$ cat config.mk
export PLATFORM = sky130hd
export DESIGN_NAME = fetch_unit_flat
export DESIGN_NICKNAME = d
export VERILOG_FILES = /design/src/rtl/fetch_unit_if.sv /design/src/rtl/fetch_unit.sv /design/src/flat_wrapper.sv
export SDC_FILE = /design/constraint.sdc
export NUM_CORES = 1
export LEC_CHECK = 0
export ABC_AREA = 1
export BUFFER_PORTS_ARGS = -buffer_cell sky130_fd_sc_hd__buf_2
export CORE_MARGIN = 3
export CORE_UTILIZATION = 40
export DETAILED_ROUTE_END_ITERATION = 8
export PLACE_DENSITY = 0.69
export RECOVER_POWER = 25
export SETUP_SLACK_MARGIN = 0.1
export SKIP_LAST_GASP = 1
export SLEW_MARGIN = 0
export SYNTH_ARGS = -nofsm -noshare
export SYNTH_HDL_FRONTEND = slang
export SYNTH_SLANG_ARGS = --single-unit
$ cat constraint.sdc
create_clock -name clk -period 2.8 [get_ports clk]
set_input_delay 0.28 -clock clk [delete_from_list [all_inputs] [get_ports clk]]
set_output_delay 0.28 -clock clk [all_outputs]
set_load 0.005 [all_outputs]
$ cat src/rtl/fetch_unit_if.sv
// Controller-side bus of the fetch unit: strobes in, PC/IR/status out.
// FETCH_BREAKPOINT_EN adds the breakpoint compare signals.
interface fetch_unit_if #(
    parameter int ADDR_W = 5,
    parameter int DATA_W = 8,
    parameter int OPC_W  = 3,
    parameter int CNT_W  = 16
);
    logic [DATA_W-1:0] mem_data;
    logic              fetch;
    logic              load_ir;
    logic              inc_pc;
    logic              load_pc;
    logic              halt;
    logic              resume;
    logic [ADDR_W-1:0] addr;
    logic [OPC_W-1:0]  opcode;
    logic [ADDR_W-1:0] ir_addr;
    logic [ADDR_W-1:0] pc;
    logic              halted;
    logic              pc_wrap;
    logic [CNT_W-1:0]  retired;
`ifdef FETCH_BREAKPOINT_EN
    logic              bp_valid;
    logic [ADDR_W-1:0] bp_addr;
    logic              bp_hit;
`endif

    modport master (
        output mem_data, fetch, load_ir, inc_pc, load_pc, halt, resume,
        input  addr, opcode, ir_addr, pc, halted, pc_wrap, retired
`ifdef FETCH_BREAKPOINT_EN
        , output bp_valid, bp_addr
        , input  bp_hit
`endif
    );

    modport slave (
        input  mem_data, fetch, load_ir, inc_pc, load_pc, halt, resume,
        output addr, opcode, ir_addr, pc, halted, pc_wrap, retired
`ifdef FETCH_BREAKPOINT_EN
        , input  bp_valid, bp_addr
        , output bp_hit
`endif
    );
endinterface

$ cat src/rtl/fetch_unit.sv
// PC / IR stage of a VeriRISC-style CPU with sticky halt latch and retired counter.
// Optional breakpoint compare on instruction load: define FETCH_BREAKPOINT_EN.
module fetch_unit #(
    parameter int                ADDR_W   = 5,
    parameter int                DATA_W   = 8,
    parameter int                OPC_W    = 3,
    parameter logic [ADDR_W-1:0] RESET_PC = '0,
    parameter int                CNT_W    = 16
) (
    input logic          clk,
    input logic          rst_,
    fetch_unit_if.slave  bus
);
    typedef enum logic { RUN = 1'b0, HALTED = 1'b1 } state_t;

    state_t            state;
    logic [ADDR_W-1:0] pc_q;
    logic [DATA_W-1:0] ir;
    logic [CNT_W-1:0]  retired_q;
    logic              wrap_q;
    logic              run;
    logic              ir_accept;
    logic              bp_trig;

    assign run       = (state == RUN);
    assign ir_accept = bus.load_ir && run;

`ifdef FETCH_BREAKPOINT_EN
    logic bp_hit_q;
    assign bp_trig = ir_accept && bus.bp_valid && (pc_q == bus.bp_addr);

    always_ff @(posedge clk or negedge rst_) begin
        if (!rst_) bp_hit_q <= 1'b0;
        else       bp_hit_q <= bp_trig;
    end

    assign bus.bp_hit = bp_hit_q;
`else
    assign bp_trig = 1'b0;
`endif

    // Halt latch: halt (or breakpoint) dominates resume.
    always_ff @(posedge clk or negedge rst_) begin
        if (!rst_) begin
            state <= RUN;
        end else begin
            case (state)
                RUN:     if (bus.halt || bp_trig)     state <= HALTED;
                HALTED:  if (bus.resume && !bus.halt) state <= RUN;
                default: state <= RUN;
            endcase
        end
    end

    // load_pc reads the pre-edge IR operand, so a same-cycle load_ir does not affect the jump.
    always_ff @(posedge clk or negedge rst_) begin
        if (!rst_) begin
            pc_q   <= RESET_PC;
            wrap_q <= 1'b0;
        end else begin
            wrap_q <= 1'b0;
            if (run) begin
                if (bus.load_pc) begin
                    pc_q <= ir[ADDR_W-1:0];
                end else if (bus.inc_pc) begin
                    pc_q   <= pc_q + ADDR_W'(1);
                    wrap_q <= &pc_q;
                end
            end
        end
    end

    always_ff @(posedge clk or negedge rst_) begin
        if (!rst_) begin
            ir        <= '0;
            retired_q <= '0;
        end else if (ir_accept) begin
            ir <= bus.mem_data;
            if (retired_q != {CNT_W{1'b1}}) retired_q <= retired_q + CNT_W'(1);
        end
    end

    assign bus.addr    = bus.fetch ? pc_q : ir[ADDR_W-1:0];
    assign bus.opcode  = ir[DATA_W-1 -: OPC_W];
    assign bus.ir_addr = ir[ADDR_W-1:0];
    assign bus.pc      = pc_q;
    assign bus.halted  = (state == HALTED);
    assign bus.pc_wrap = wrap_q;
    assign bus.retired = retired_q;
endmodule

$ cat src/flat_wrapper.sv
// flat-port wrapper written by rule: the top's interface ports become plain ports
module fetch_unit_flat 
#(
    parameter int                ADDR_W   = 5,
    parameter int                DATA_W   = 8,
    parameter int                OPC_W    = 3,
    parameter logic [ADDR_W-1:0] RESET_PC = '0,
    parameter int                CNT_W    = 16
)
  (clk, rst_, bus_mem_data, bus_fetch, bus_load_ir, bus_inc_pc, bus_load_pc, bus_halt, bus_resume, bus_addr, bus_opcode, bus_ir_addr, bus_pc, bus_halted, bus_pc_wrap, bus_retired);
  fetch_unit_if #(.ADDR_W(ADDR_W), .DATA_W(DATA_W), .OPC_W(OPC_W), .CNT_W(CNT_W)) bus_i ();
  input logic clk;
  input logic rst_;
  input wire logic [$bits(bus_i.mem_data)-1:0] bus_mem_data;
  input wire logic [$bits(bus_i.fetch)-1:0] bus_fetch;
  input wire logic [$bits(bus_i.load_ir)-1:0] bus_load_ir;
  input wire logic [$bits(bus_i.inc_pc)-1:0] bus_inc_pc;
  input wire logic [$bits(bus_i.load_pc)-1:0] bus_load_pc;
  input wire logic [$bits(bus_i.halt)-1:0] bus_halt;
  input wire logic [$bits(bus_i.resume)-1:0] bus_resume;
  output wire logic [$bits(bus_i.addr)-1:0] bus_addr;
  output wire logic [$bits(bus_i.opcode)-1:0] bus_opcode;
  output wire logic [$bits(bus_i.ir_addr)-1:0] bus_ir_addr;
  output wire logic [$bits(bus_i.pc)-1:0] bus_pc;
  output wire logic [$bits(bus_i.halted)-1:0] bus_halted;
  output wire logic [$bits(bus_i.pc_wrap)-1:0] bus_pc_wrap;
  output wire logic [$bits(bus_i.retired)-1:0] bus_retired;
  assign bus_i.mem_data = bus_mem_data;
  assign bus_i.fetch = bus_fetch;
  assign bus_i.load_ir = bus_load_ir;
  assign bus_i.inc_pc = bus_inc_pc;
  assign bus_i.load_pc = bus_load_pc;
  assign bus_i.halt = bus_halt;
  assign bus_i.resume = bus_resume;
  assign bus_addr = bus_i.addr;
  assign bus_opcode = bus_i.opcode;
  assign bus_ir_addr = bus_i.ir_addr;
  assign bus_pc = bus_i.pc;
  assign bus_halted = bus_i.halted;
  assign bus_pc_wrap = bus_i.pc_wrap;
  assign bus_retired = bus_i.retired;
  fetch_unit #(.ADDR_W(ADDR_W), .DATA_W(DATA_W), .OPC_W(OPC_W), .RESET_PC(RESET_PC), .CNT_W(CNT_W)) u_core (.clk(clk), .rst_(rst_), .bus(bus_i));
endmodule
==> key figures <==
Run status
  – Status: complete, but fails checks
  – Violated checks: capacitance limit, slew limit

Clocking
  – CTS Hold Bufs: 0
  – Worst-path clk slew: about 70 ps
  – CTS tree: done
  – H-tree Lvls: 2
  – Skew-Pair Late Insertion Delay: about 290 ps
  – Clock Sinks: 31
  – Post-CTS sizing: 0
  – CTS root buffer: clkbuf_8
  – Cts bufs inserted: 5
  – CTS Buffer Depth: 2
  – Post-CTS Setup Inserts: 0

Logic synthesis
  – Top FF cell, synth: dfrtp_1
  – Seq/Total Area, Yosys: 44.3%
  – Synth top cells by count: nand2_1, dfrtp_1, inv_1
  – Syn avg cell area: 7.61 um2
  – Top post-synthesis cells by area: dfrtp_1, nand2_1, inv_1
  – Syn Inst Count: 230
  – Number of flops mapped to enable cells by yosys: 0
  – Synthesized cell area: 1750 um2
  – Post-Synthesis Net Count: approximately 250
  – Post-synth top area share: 44.3%
  – Syn. warnings: 0
  – Yosys top cell by area: dfrtp_1
  – Ys async rst share: 100%
  – Most common cell in the synthesized netlist: nand2_1
  – #FFs+latches synth: 31
  – Netlist cell types: 29

Timing
  – Clock skew: 7.96 ps
  – Fin. max-slew vios: 32
  – Hold Slack: 177 ps
  – Final setup viols: 0
  – Rel. slew slack: -9.91%
  – Number of hold violations in the final report: 0
  – Period utilization: 59.5%
  – RSZ-0062 raised after global routing: no
  – Fmax: 601 MHz
  – Tmin final: 1670 ps
  – TNS Setup: 0 ps
  – Worst slew pin tran: 1650 ps

Global route
  – Largest net degree at the start of global routing: 32
  – Overflow after GRT: 0
  – Vias in the first global route: 1464
  – Overall Global Routing Usage: 16.4%
  – Antenna violations before repair: 0
  – First-pass GRT wire length: 6.64 mm

Route
  – First DRT Iteration DRCs: 56
  – Final wirelength: 3.92 mm
  – DRT Pass-1 Iters: 4
  – DR WL/cell: about 12 um
  – Vias per inst: 4.75
  – # DRC: 0
  – ANT nets after route: 0
  – Via count: 1591

Critical path
  – WS Path Type: flop to flop
  – Setup crit start: u_core.bus.halted$_DFF_PN0_
  – Critical path endpoint category: flop
  – Worst r2r dst: u_core.bus.retired[2]$_DFFE_PN0P_
  – Startpoint Class: flop
  – Cells on worst reg2reg path: 5
  – Flop-to-flop setup slack: 1130 ps
  – Worst r2r src: u_core.bus.halted$_DFF_PN0_
  – Worst EP required: 2970 ps
  – Max Fanout on Critical Path: 13
  – WP data arrival: 1830 ps
  – Worst Setup EP: u_core.bus.retired[2]$_DFFE_PN0P_

Pwr
  – VDD IR-drop max: between 0.0003 and 0.0004 V
  – Pwr Total: 1250 uW
  – PwrDens: about 590 nW/um2
  – P_leak: 0.00108 uW

Layout
  – Nets: 303
  – Area delta synth->final: 21.4%
  – Finished Core Util: between 50% and 60%
  – Ant diodes: 0
  – Fillers: 411
  – Layout cell share with drive strength beyond 1: 27.7%

Die
  – Initial Utilization: 42.5%
  – Die height: 72.2 um
  – Core box area: roughly 4100 um2
  – Full die area: 5210 um2
  – Top Ports: 52
  – Die width: 72.2 um
  – Standard-cell rows: 23

Placed design
  – Port bufs: a little over 50
  – GP Congestion: 0.794
  – DP HPWL: 3.02 mm

Job
  – Max-cap viol count: 1

Min path
  – Hold crit path type: primary input to flop
-- critical path: stages, from the launching register on --
cell and delay, ps:
dfrtp_1 370, inv_2 50, nand2_1 410, clkinv_1 380
nand2_1 240, o21ai_0 90
-- layer usage --
layer / track usage [%] / routed length [um]
met1: 21.4 / 1860
met5: 0 / 0
met2: 25.2 / 1780
met3: 5.26 / 205
met4: 6.68 / 73
-- final cells by class --
class	instances	area (um2)	share of cell area, %
multi-input cells	170	853	40.2
repair buffers	51	254	12.0
well taps	50	62.6	2.94
flip-flops and latches	31	776	36.5
inverters	25	93.8	4.42
clock buffers	6	72.6	3.42
clock inverters	2	12.5	0.589
-- where the power goes --
group	internal [uW]	switching, uW	total (uW)
clock	173	172	345
sequential	518	93.4	612
combinational	140	152	292
total	832	417	1250
-- stage by stage --
stage / instance area, um2 / instances / setup WS, ps
after detailed placement: 2040 / 327 / 1130
after CTS: 2130 / 335 / 1120
after global placement: 2040 / 327 / 1160
after global routing: 2120 / 335 / 886
final: 2120 / 335 / 1130
after floorplan: 1750 / 230 / 1390
-- worst min path at each step --
stage,start,to,cells past startpoint
after floorplan,rst_,u_core.bus.halted$_DFF_PN0_,0
after global routing,bus_resume,u_core.bus.halted$_DFF_PN0_,2
after global placement,rst_,u_core.bus.retired[12]$_DFFE_PN0P_,1
final,bus_resume,u_core.bus.halted$_DFF_PN0_,2
after CTS,rst_,u_core.bus.pc[3]$_DFFE_PN0P_,1
after detailed placement,rst_,u_core.bus.retired[12]$_DFFE_PN0P_,1
-- cell usage in the layout (no fill, tap or decap), drive strengths merged, types with 2 or more instances in the layout --
| cell | instances |
|---|---|
| nand2 | 90 |
| buf | 50 |
| dfrtp | 31 |
| inv | 24 |
| nor2 | 24 |
| o21ai | 13 |
| nand3 | 11 |
| nand4 | 8 |
| clkbuf | 7 |
| a21oi | 5 |
| xnor2 | 3 |
| ha | 3 |
| nor3 | 3 |
| mux2 | 2 |
| nand3b | 2 |
| a31oi | 2 |
| clkinv | 2 |
-- logic make-up (layout without fill, tap and decap cells) --
family / Yosys count / in the layout / synth area share, %
compound gates: 22 / 22 / 6.65
xor+xnor: 4 / 4 / 2.00
fa+ha+maj: 3 / 3 / 2.14
buf+inv: 29 / 84 / 6.93
flops: 31 / 31 / 44.3
mux: 2 / 2 / 1.29
simple gates: 139 / 139 / 36.7
-- registers in the layout, summed over array words and instances, names as in the netlist --
signal	count
u_core.ir	8
u_core.bus.retired	16
u_core.bus.pc_wrap	1
u_core.bus.pc	5
u_core.bus.halted	1
No activity file was read; power rests on OpenSTA's default activity.
